## src/rtl/scroll_pkg.sv

```systemverilog
// scroll_pkg
// Shared constants for the ATM scrolling-message scheduler: display geometry,
// 5-bit character codes (0 = blank, 1..26 = A..Z), message IDs and FSM states.
package scroll_pkg;

    localparam int NUM_MSG   = 4;
    localparam int CHAR_W    = 5;
    localparam int WIN_CHARS = 8;
    localparam int MAX_LEN   = 16;
    localparam int IDX_W     = 4;
    localparam int ID_W      = 2;

    localparam logic [CHAR_W-1:0] CH_BLANK = 5'd0;
    localparam logic [CHAR_W-1:0] CH_A = 5'd1,  CH_B = 5'd2,  CH_C = 5'd3,  CH_D = 5'd4;
    localparam logic [CHAR_W-1:0] CH_E = 5'd5,  CH_F = 5'd6,  CH_G = 5'd7,  CH_H = 5'd8;
    localparam logic [CHAR_W-1:0] CH_I = 5'd9,  CH_J = 5'd10, CH_K = 5'd11, CH_L = 5'd12;
    localparam logic [CHAR_W-1:0] CH_M = 5'd13, CH_N = 5'd14, CH_O = 5'd15, CH_P = 5'd16;
    localparam logic [CHAR_W-1:0] CH_Q = 5'd17, CH_R = 5'd18, CH_S = 5'd19, CH_T = 5'd20;
    localparam logic [CHAR_W-1:0] CH_U = 5'd21, CH_V = 5'd22, CH_W = 5'd23, CH_X = 5'd24;
    localparam logic [CHAR_W-1:0] CH_Y = 5'd25, CH_Z = 5'd26;

    localparam logic [ID_W-1:0] MSG_ERROR  = 2'd0;
    localparam logic [ID_W-1:0] MSG_PIN    = 2'd1;
    localparam logic [ID_W-1:0] MSG_AMOUNT = 2'd2;
    localparam logic [ID_W-1:0] MSG_CASH   = 2'd3;

    typedef enum logic [1:0] {
        IDLE  = 2'd0,
        SHIFT = 2'd1,
        TAIL  = 2'd2
    } state_t;

endpackage

```

## src/rtl/scroll_msg_rom.sv

```systemverilog
// scroll_msg_rom
// Combinational message ROM. Returns the character at position idx of message
// id and that message's length; positions past the end read as blank.
// Ports:
//   id   in   message ID
//   idx  in   character position within the message
//   char out  character code at that position
//   len  out  message length in characters
module scroll_msg_rom
    import scroll_pkg::*;
(
    input  logic [ID_W-1:0]   id,
    input  logic [IDX_W-1:0]  idx,
    output logic [CHAR_W-1:0] char,
    output logic [IDX_W-1:0]  len
);

    always_comb begin
        char = CH_BLANK;
        len  = 4'd0;
        case (id)
            MSG_ERROR: begin
                len = 4'd5;
                case (idx)
                    4'd0: char = CH_E;  4'd1: char = CH_R;  4'd2: char = CH_R;
                    4'd3: char = CH_O;  4'd4: char = CH_R;
                    default: char = CH_BLANK;
                endcase
            end
            MSG_PIN: begin
                len = 4'd9;
                case (idx)
                    4'd0: char = CH_E;  4'd1: char = CH_N;  4'd2: char = CH_T;
                    4'd3: char = CH_E;  4'd4: char = CH_R;  4'd5: char = CH_BLANK;
                    4'd6: char = CH_P;  4'd7: char = CH_I;  4'd8: char = CH_N;
                    default: char = CH_BLANK;
                endcase
            end
            MSG_AMOUNT: begin
                len = 4'd12;
                case (idx)
                    4'd0: char = CH_E;  4'd1: char = CH_N;  4'd2: char = CH_T;
                    4'd3: char = CH_E;  4'd4: char = CH_R;  4'd5: char = CH_BLANK;
                    4'd6: char = CH_A;  4'd7: char = CH_M;  4'd8: char = CH_O;
                    4'd9: char = CH_U;  4'd10: char = CH_N; 4'd11: char = CH_T;
                    default: char = CH_BLANK;
                endcase
            end
            default: begin
                len = 4'd9;
                case (idx)
                    4'd0: char = CH_T;  4'd1: char = CH_A;  4'd2: char = CH_K;
                    4'd3: char = CH_E;  4'd4: char = CH_BLANK; 4'd5: char = CH_C;
                    4'd6: char = CH_A;  4'd7: char = CH_S;  4'd8: char = CH_H;
                    default: char = CH_BLANK;
                endcase
            end
        endcase
    end

endmodule

```

## src/rtl/scroll_msg_sched.sv

```systemverilog
// scroll_msg_sched
// Arbitrates message requests from the ATM FSMs and scrolls one message at a
// time through the 8-character display window, one character per clock,
// followed by 8 blanks, then pulses done.
// Build option: SCROLL_PREEMPT_EN lets a higher-priority (lower index) pending
// request abort the message in flight; otherwise abort is constant 0.
// Ports:
//   sec_clock  in   display-rate clock
//   rst        in   synchronous active-high reset
//   req        in   request bits, bit i requests message i
//   window     out  display window, oldest char in [39:35], newest in [4:0]
//   busy       out  a message is being sequenced
//   active_id  out  ID being sequenced; holds the last ID when idle
//   done       out  one-cycle pulse when a message has fully scrolled off
//   abort      out  one-cycle pulse when a message is preempted
//
// state | meaning
// IDLE  | waiting for a pending request
// SHIFT | shifting message characters into the window
// TAIL  | shifting blanks until the message has left the window
module scroll_msg_sched
    import scroll_pkg::*;
(
    input  logic                        sec_clock,
    input  logic                        rst,
    input  logic [NUM_MSG-1:0]          req,
    output logic [CHAR_W*WIN_CHARS-1:0] window,
    output logic                        busy,
    output logic [ID_W-1:0]             active_id,
    output logic                        done,
    output logic                        abort
);

    localparam int WIN_W = CHAR_W * WIN_CHARS;

    state_t              state;
    logic [NUM_MSG-1:0]  pending;
    logic [IDX_W-1:0]    idx;
    logic [2:0]          tcnt;
    logic [ID_W-1:0]     pri_id;
    logic                pri_valid;
    logic                do_grant;
    logic                do_preempt;
    logic [NUM_MSG-1:0]  gnt_mask;
    logic [CHAR_W-1:0]   rom_char;
    logic [IDX_W-1:0]    rom_len;

    scroll_msg_rom u_rom (
        .id   (active_id),
        .idx  (idx),
        .char (rom_char),
        .len  (rom_len)
    );

    // Lowest pending index wins; scan downward so the last hit is the lowest.
    always_comb begin
        pri_id    = '0;
        pri_valid = 1'b0;
        for (int i = NUM_MSG - 1; i >= 0; i--) begin
            if (pending[i]) begin
                pri_valid = 1'b1;
                pri_id    = ID_W'(i);
            end
        end
    end

    always_comb begin
        do_grant = pri_valid && (state == IDLE);
`ifdef SCROLL_PREEMPT_EN
        do_preempt = pri_valid && (state != IDLE) && (pri_id < active_id);
`else
        do_preempt = 1'b0;
`endif
        gnt_mask = (do_grant || do_preempt) ?
                   ({{(NUM_MSG-1){1'b0}}, 1'b1} << pri_id) : '0;
    end

    always_ff @(posedge sec_clock) begin
        if (rst) begin
            state     <= IDLE;
            pending   <= '0;
            window    <= '0;
            busy      <= 1'b0;
            active_id <= '0;
            done      <= 1'b0;
            abort     <= 1'b0;
            idx       <= '0;
            tcnt      <= '0;
        end else begin
            // A same-edge request for the granted ID survives the clear and replays.
            pending <= (pending & ~gnt_mask) | req;
            done    <= 1'b0;
            abort   <= 1'b0;
            // Preemption takes precedence even on the final tail edge, so an
            // aborted message never also reports done.
            if (do_grant || do_preempt) begin
                active_id <= pri_id;
                window    <= '0;
                idx       <= '0;
                busy      <= 1'b1;
                abort     <= do_preempt;
                state     <= SHIFT;
            end else begin
                case (state)
                    SHIFT: begin
                        window <= {window[WIN_W-CHAR_W-1:0], rom_char};
                        idx    <= idx + 4'd1;
                        if (idx == rom_len - 4'd1) begin
                            tcnt  <= '0;
                            state <= TAIL;
                        end
                    end
                    TAIL: begin
                        window <= {window[WIN_W-CHAR_W-1:0], CH_BLANK};
                        tcnt   <= tcnt + 3'd1;
                        if (tcnt == 3'(WIN_CHARS - 1)) begin
                            done  <= 1'b1;
                            busy  <= 1'b0;
                            state <= IDLE;
                        end
                    end
                    default: ;
                endcase
            end
        end
    end

endmodule

```

## config.mk

```make
export PLATFORM = sky130hd
export DESIGN_NAME = scroll_msg_sched
export DESIGN_NICKNAME = d
export VERILOG_FILES = /design/src/rtl/scroll_pkg.sv /design/src/rtl/scroll_msg_rom.sv /design/src/rtl/scroll_msg_sched.sv
export SDC_FILE = /design/constraint.sdc
export NUM_CORES = 1
export LEC_CHECK = 0
export CORE_MARGIN = 2
export CORE_UTILIZATION = 34
export DETAILED_ROUTE_END_ITERATION = 7
export PLACE_DENSITY = 0.63
export SETUP_SLACK_MARGIN = 0.5
export SLEW_MARGIN = 40
export SYNTH_ARGS = -nofsm -noshare
export SYNTH_HDL_FRONTEND = slang
export SYNTH_HIERARCHICAL = 1
export SYNTH_SLANG_ARGS = --single-unit
```

## constraint.sdc

```tcl
create_clock -name sec_clock -period 1.9 [get_ports sec_clock]
set_input_delay 0.285 -clock sec_clock [delete_from_list [all_inputs] [get_ports sec_clock]]
set_output_delay 0.285 -clock sec_clock [all_outputs]
set_load 0.05 [all_outputs]
```

# After elaboration in Yosys (flattened, before gate mapping)
# Memory sizes are Yosys's and may differ from the RTL's. A register that Yosys moved wholly into a read port is not among the register bits.
# Index checks and enable logic that the tools add are counted.
dict set report word_totals {
  reg_bits 57
  rom_bits 240
  inputBits 6
  out_inout_bits 45
  wordCells 79
  mem_count 3
}
dict set report op_classes {
  add_sub_neg 3
  n_eq_ne 14
  shifts 1
  muxes 29
  bitwise_logic 5
  n_reduce_logical 15
}
# memory depth width rd rd_ports_with_merged_regs wr line
set mem_list {}
lappend mem_list {{(name not given)} 16 5 1 1 0 scroll_msg_rom.sv:32} ;# case (idx)
lappend mem_list {{(name not given)} 16 5 1 1 0 scroll_msg_rom.sv:41} ;# case (idx)
lappend mem_list {{(name not given)} 16 5 1 1 0 scroll_msg_rom.sv:51} ;# case (idx)
# op n
set ops {}
lappend ops {{case mux 40 bit (2 select lines)} 1}
lappend ops {{case mux 5 bit (3 select lines)} 2}
lappend ops {{two-way mux 4 bit} 7}
lappend ops {{two-way mux 2 bit} 6}
lappend ops {{two-way mux 1 bit} 9}
lappend ops {{AND reduction 3 bit} 3}
lappend ops {{equality test 4 x 2 -> 1 bit (second input constant)} 2}
lappend ops {{case mux 4 bit (2 select lines)} 1}
lappend ops {{inequality test 3 bit (second input constant)} 2}
lappend ops {{case mux 3 bit (2 select lines)} 1}
lappend ops {{nonzero test 2 bit} 3}
lappend ops {{OR reduction 3 bit} 2}
lappend ops {{adder 4 x 1 -> 4 bit (second input constant)} 1}
lappend ops {{bitwise AND 4 bit} 1}
lappend ops {{equality test 2 x 1 -> 1 bit (second input constant)} 2}
lappend ops {{equality test 2 bit (second input constant)} 2}
lappend ops {{equality test 4 x 1 -> 1 bit (second input constant)} 1}
lappend ops {{equality test 4 x 3 -> 1 bit (second input constant)} 1}
lappend ops {{equality test 4 bit} 1}
lappend ops {{zero test 2 bit} 2}
lappend ops {{zero test 4 bit} 1}
lappend ops {{inequality test 2 bit (second input constant)} 2}
lappend ops {{NOT 4 bit} 1}
lappend ops {{OR 4 bit} 1}
lappend ops {{other kinds (11)} 12}

# Depth between registers and ports, before layout
dict set report logic_depth {
  depth_word 9
  ltp_mapped 8
}

# Hierarchy
# The synthesis kept the hierarchy.
# mod n_inst cells_per_inst area_each_um2 seq_area_each_um2
set by_module_without_submodules {}
lappend by_module_without_submodules {scroll_msg_sched 1 230 2327.2 1141.1}
lappend by_module_without_submodules {scroll_msg_rom 1 62 399.1 0.0}

# Least setup slack after synthesis
# OpenSTA, ideal clock, no wires.
dict set report synth_timing {
  kind {register to register}
  start {reg active_id[0]}
  end {reg tcnt[0]}
  t_arrival_ps 2290
  setup_slack_ps -461
  path_stages_with_launch 9
  n_path_buf 1
  period_less_slack_ps 2361
  path_cell_list {dfxtp_1 buf_6 nand2b_1 inv_1 ha_1 xnor3_1 nand3_1 o31ai_4 mux2i_1}
}
dict set report synth_between {
  elab_chain_cells 6
  word_cells_on_any_way 7
}
# item line
set synth_rtl {}
lappend synth_rtl {{from (decl)} scroll_msg_sched.sv:29} ;# output logic [ID_W-1:0] active_id,
lappend synth_rtl {{from (signal assigned)} scroll_msg_sched.sv:97} ;# active_id <= pri_id;
lappend synth_rtl {{equality test 2 bit / zero test 2 bit (equally long branches)} scroll_msg_rom.sv:21} ;# case (id)
lappend synth_rtl {{case mux 4 bit (2 select lines) *} scroll_msg_rom.sv:21}
lappend synth_rtl {{named net rom_len[0]} scroll_msg_sched.sv:46} ;# logic [IDX_W-1:0] rom_len;
lappend synth_rtl {{subtractor 4 x 1 -> 4 bit *} scroll_msg_sched.sv:108} ;# if (idx == rom_len - 4'd1) begin
lappend synth_rtl {{equality test 4 bit *} scroll_msg_sched.sv:108}
lappend synth_rtl {{inequality test 2 bit (no source line) *} n/a}
lappend synth_rtl {{AND reduction 3 bit (no source line) *} n/a}
lappend synth_rtl {{to (signal assigned)} scroll_msg_sched.sv:115} ;# tcnt <= tcnt + 3'd1;
lappend synth_rtl {{to (decl)} scroll_msg_sched.sv:39} ;# logic [2:0] tcnt;
# Mark *: on every way through the listed nets, which the timed path passes. The rest lies on a longest branch.
# A chain may end at the register's enable or synchronous reset.

# Worst setup path after layout
dict set report layout_timing {
  start {reg active_id[0]}
  end {reg state[1]}
}
dict set report layout_between {
  elab_chain_cells 6
  word_cells_on_any_way 7
}
# item line
set layout_rtl {}
lappend layout_rtl {{equality test 2 bit / zero test 2 bit (equally long branches)} scroll_msg_rom.sv:21}
lappend layout_rtl {{case mux 4 bit (2 select lines) *} scroll_msg_rom.sv:21}
lappend layout_rtl {{named net rom_len[0]} scroll_msg_sched.sv:46}
lappend layout_rtl {{subtractor 4 x 1 -> 4 bit *} scroll_msg_sched.sv:108}
lappend layout_rtl {{equality test 4 bit *} scroll_msg_sched.sv:108}
lappend layout_rtl {{inequality test 2 bit (no source line) *} n/a}
lappend layout_rtl {{AND reduction 3 bit (no source line) *} n/a}
lappend layout_rtl {{to (signal assigned)} scroll_msg_sched.sv:102} ;# state <= SHIFT;
lappend layout_rtl {{to (signal assigned)} scroll_msg_sched.sv:110} ;# state <= TAIL;
lappend layout_rtl {{to (signal assigned)} scroll_msg_sched.sv:119} ;# state <= IDLE;
lappend layout_rtl {{to (decl)} scroll_msg_sched.sv:36} ;# state_t state;
# Marks and branches as above.

==> out/metrics.cfg <==
[outcome]
status = finished clean

[timing]
slew_viol_final = 0
setup-tns-final_ps = 0
period_share_pct = 88.6
hold_viol = 0
rsz0062_at_grt = yes
fin_crit_ps = 1680
setup_viol = 0
skew_ps = 10.1
fin_hold_ws_ps = 458
fmax_ghz = 0.594

[route]
drc_errors = 0
ant_nets = 0
drt_pre_antenna_iters = 4
drtIter0Drc = 69
viasPerCell = 4.91
wl_per_cell_um = 15.4
vias = 2339
wirelength_um = 7350

[logic_synthesis]
syn_area_mm2 = 0.00273
synth_flop_cell = dfxtp_1
synth_nets = 310
synth-edff-count = 0
synth.top_cell.area_share_pct = 41.9
synth-async-reset-ratio_pct = 0
synth_cell_types = 45
synth-seq-cells = 57
ys_warn_count = 6
synthCells = 292
synth.top_cells.by_area = dfxtp_1 (42%), mux2i_1 (15%), nor2_1 (7.2%)
yosys.area.top_type = dfxtp_1
synth.avg_cell_area_um2 = 9.34
synth_seq_area_share_pct = 41.9

[setup_path]
r2r_slack_ps = 220
critPathCaptureType = flip-flop
crit_type = flip-flop to flip-flop
worstPathMaxFanout = 4
cp_data_arrival_time_ps = 1900
critPathRequiredTime_ps = 2110
r2r-end = state[1]
reg2reg_from = active_id[0]
startpoint_type = flip-flop
r2r_cells = 8

[power]
power.leakage_nw = 1.65
p_int_w = 0.00392
clkPwrFrac_pct = 23.9
peakVddDrop_mv = 0.751
p_sw_w = 0.00224
combPwrFrac_pct = 53.6
sw_frac_of_total_pct = 36.3
pwr-share-seq_pct = 22.6
power.density_mw_per_mm2 = 1460

[placed_design]
dp_hpwl_um = 3930
gp_congestion = 0.910
io_buffer_count = 49

[global_routing]
antenna_found_initial = 0
grt_pass1_vias = 2072
grt_start_max_net_pins = 25
grt_pass1_wl_um = 10200
track_usage_pct = 15.0
overflow = 0

[clock_tree]
clk_latency_ps = 330
numCtsBuffers = 9
clk_pin_slew_ps = 60
clock_sinks = 57
cts_root_buf = clkbuf_8
holdBufCountCts = 0
ctsHtreeMaxLevel = 3
cts.path.max_buffers = 2
cts_tree = yes

[worst_hold_path]
min_path_type = flip-flop to flip-flop
min-delay-start = busy
holdPathStages = 2
hold_path_end = busy

[floorplanning]
die_h_um = 93.5
core_region_area_mm2 = 0.00777
io_pins = 51
die_area_mm2 = 0.00875
start_util_pct = 35.1
chipWidth_um = 93.5
fp-row-count = 32

[final_layout]
diodes = 0
fin_util_pct = 54.1
nNetsFinal = 387
syn_to_final_growth_pct = 54.2
layout-drive-gt1-share_pct = 43.3

[job]
drv_cap = 0

## layout make-up
cell class | count | area (µm²)
well taps | 102 | 128
clock buffers | 13 | 201
repair buffers | 82 | 856
fillers | 678 | 3560
flip-flops and latches | 57 | 1170
clock inverters | 3 | 65.1
multi-input cells | 204 | 1720
inverters | 15 | 67.6
## power groups by stage
stage          combinational (W)  sequential, W  clock [W]
2_1_floorplan            0.00155        0.00155          0
3_3_place_gp             0.00199        0.00143          0
3_5_place_dp             0.00201        0.00144          0
4_1_cts                  0.00240        0.00139    0.00150
5_1_grt                  0.00347        0.00140    0.00156
6_report                 0.00330        0.00139    0.00147
## registers in the layout, indices dropped and copies added, names as in the netlist
name       flops
active_id      2
busy           1
done           1
idx            4
pending        4
state          2
tcnt           3
window        40
## metal layers
metal  up-vias  global-route usage [%]  share of wire [%]
met4         0                    5.07                1.4
li1       1160                       -                  -
met2        62                    25.2                 51
met3         8                    3.79                4.5
met1      1109                    18.8                 43
met5         -                       0                  0
## logic make-up after synthesis
| logic type | synth area share (%) |
|---|---|
| buf+inv | 5.97 |
| xor+xnor | 3.07 |
| mux | 15.1 |
| compound gates | 13.4 |
| other cells | 0.275 |
| flops | 41.9 |
| fa+ha+maj | 5.51 |
| simple gates | 14.9 |
## synthesized netlist by cell type, types with 4 or more instances
cell type  number
inv_1          15
a21oi_1        15
buf_2           7
dfxtp_1        57
nand2_1        13
a22oi_1         5
ha_1           12
nor2_1         52
buf_6           4
mux2i_1        41
o21ai_0         7
xor2_1          4
nand2b_1       10
## worst max path at each step
stage	start	end	slack [ps]	cells after the start
after floorplan	active_id[0]	tcnt[0]	60	8
after global placement	active_id[0]	tcnt[1]	160	7
after detailed placement	active_id[0]	tcnt[2]	110	7
after CTS	active_id[0]	tcnt[2]	190	7
after global routing	active_id[0]	state[1]	130	8
final	active_id[0]	state[1]	220	8
## cells in the final DEF, fill, tap and decap left out, types with 7 or more instances in the layout
cell type / n
a21oi_1: 13
buf_2: 20
buf_4: 18
clkbuf_16: 7
clkbuf_8: 11
clkdlybuf4s15_2: 17
dfxtp_1: 46
inv_1: 8
mux2i_1: 33
mux2i_2: 8
nand2_1: 13
nand2b_1: 8
nor2_1: 34
nor2_4: 14
## worst max-delay path, stage by stage (launching register included)
cell and delay (ps):
dfxtp_4 350, nand2b_4 130, inv_4 40, ha_4 260
xor2_2 130, nand3_2 130, buf_6 150, o311ai_2 280
o2bb2ai_1 80
## through the flow
| step | power [W] | setup WS [ps] | cells | cell area, µm² |
|---|---|---|---|---|
| 6_report | 0.00616 | 216 | 476 | 4210 |
| 5_1_grt | 0.00644 | 127 | 476 | 4210 |
| 4_1_cts | 0.00529 | 188 | 459 | 3860 |
| 3_5_place_dp | 0.00344 | 109 | 432 | 3380 |
| 3_3_place_gp | 0.00343 | 162 | 432 | 3380 |
| 2_1_floorplan | 0.00310 | 58.3 | 292 | 2820 |
## timing repair
item,4_1_cts,5_1_grt
setup endpoints to repair,92,72
gates cloned,2,7
pin swaps,8,30
setup buffers,9,10
resized for setup,150,102
Power figures use the tool's default switching activity.
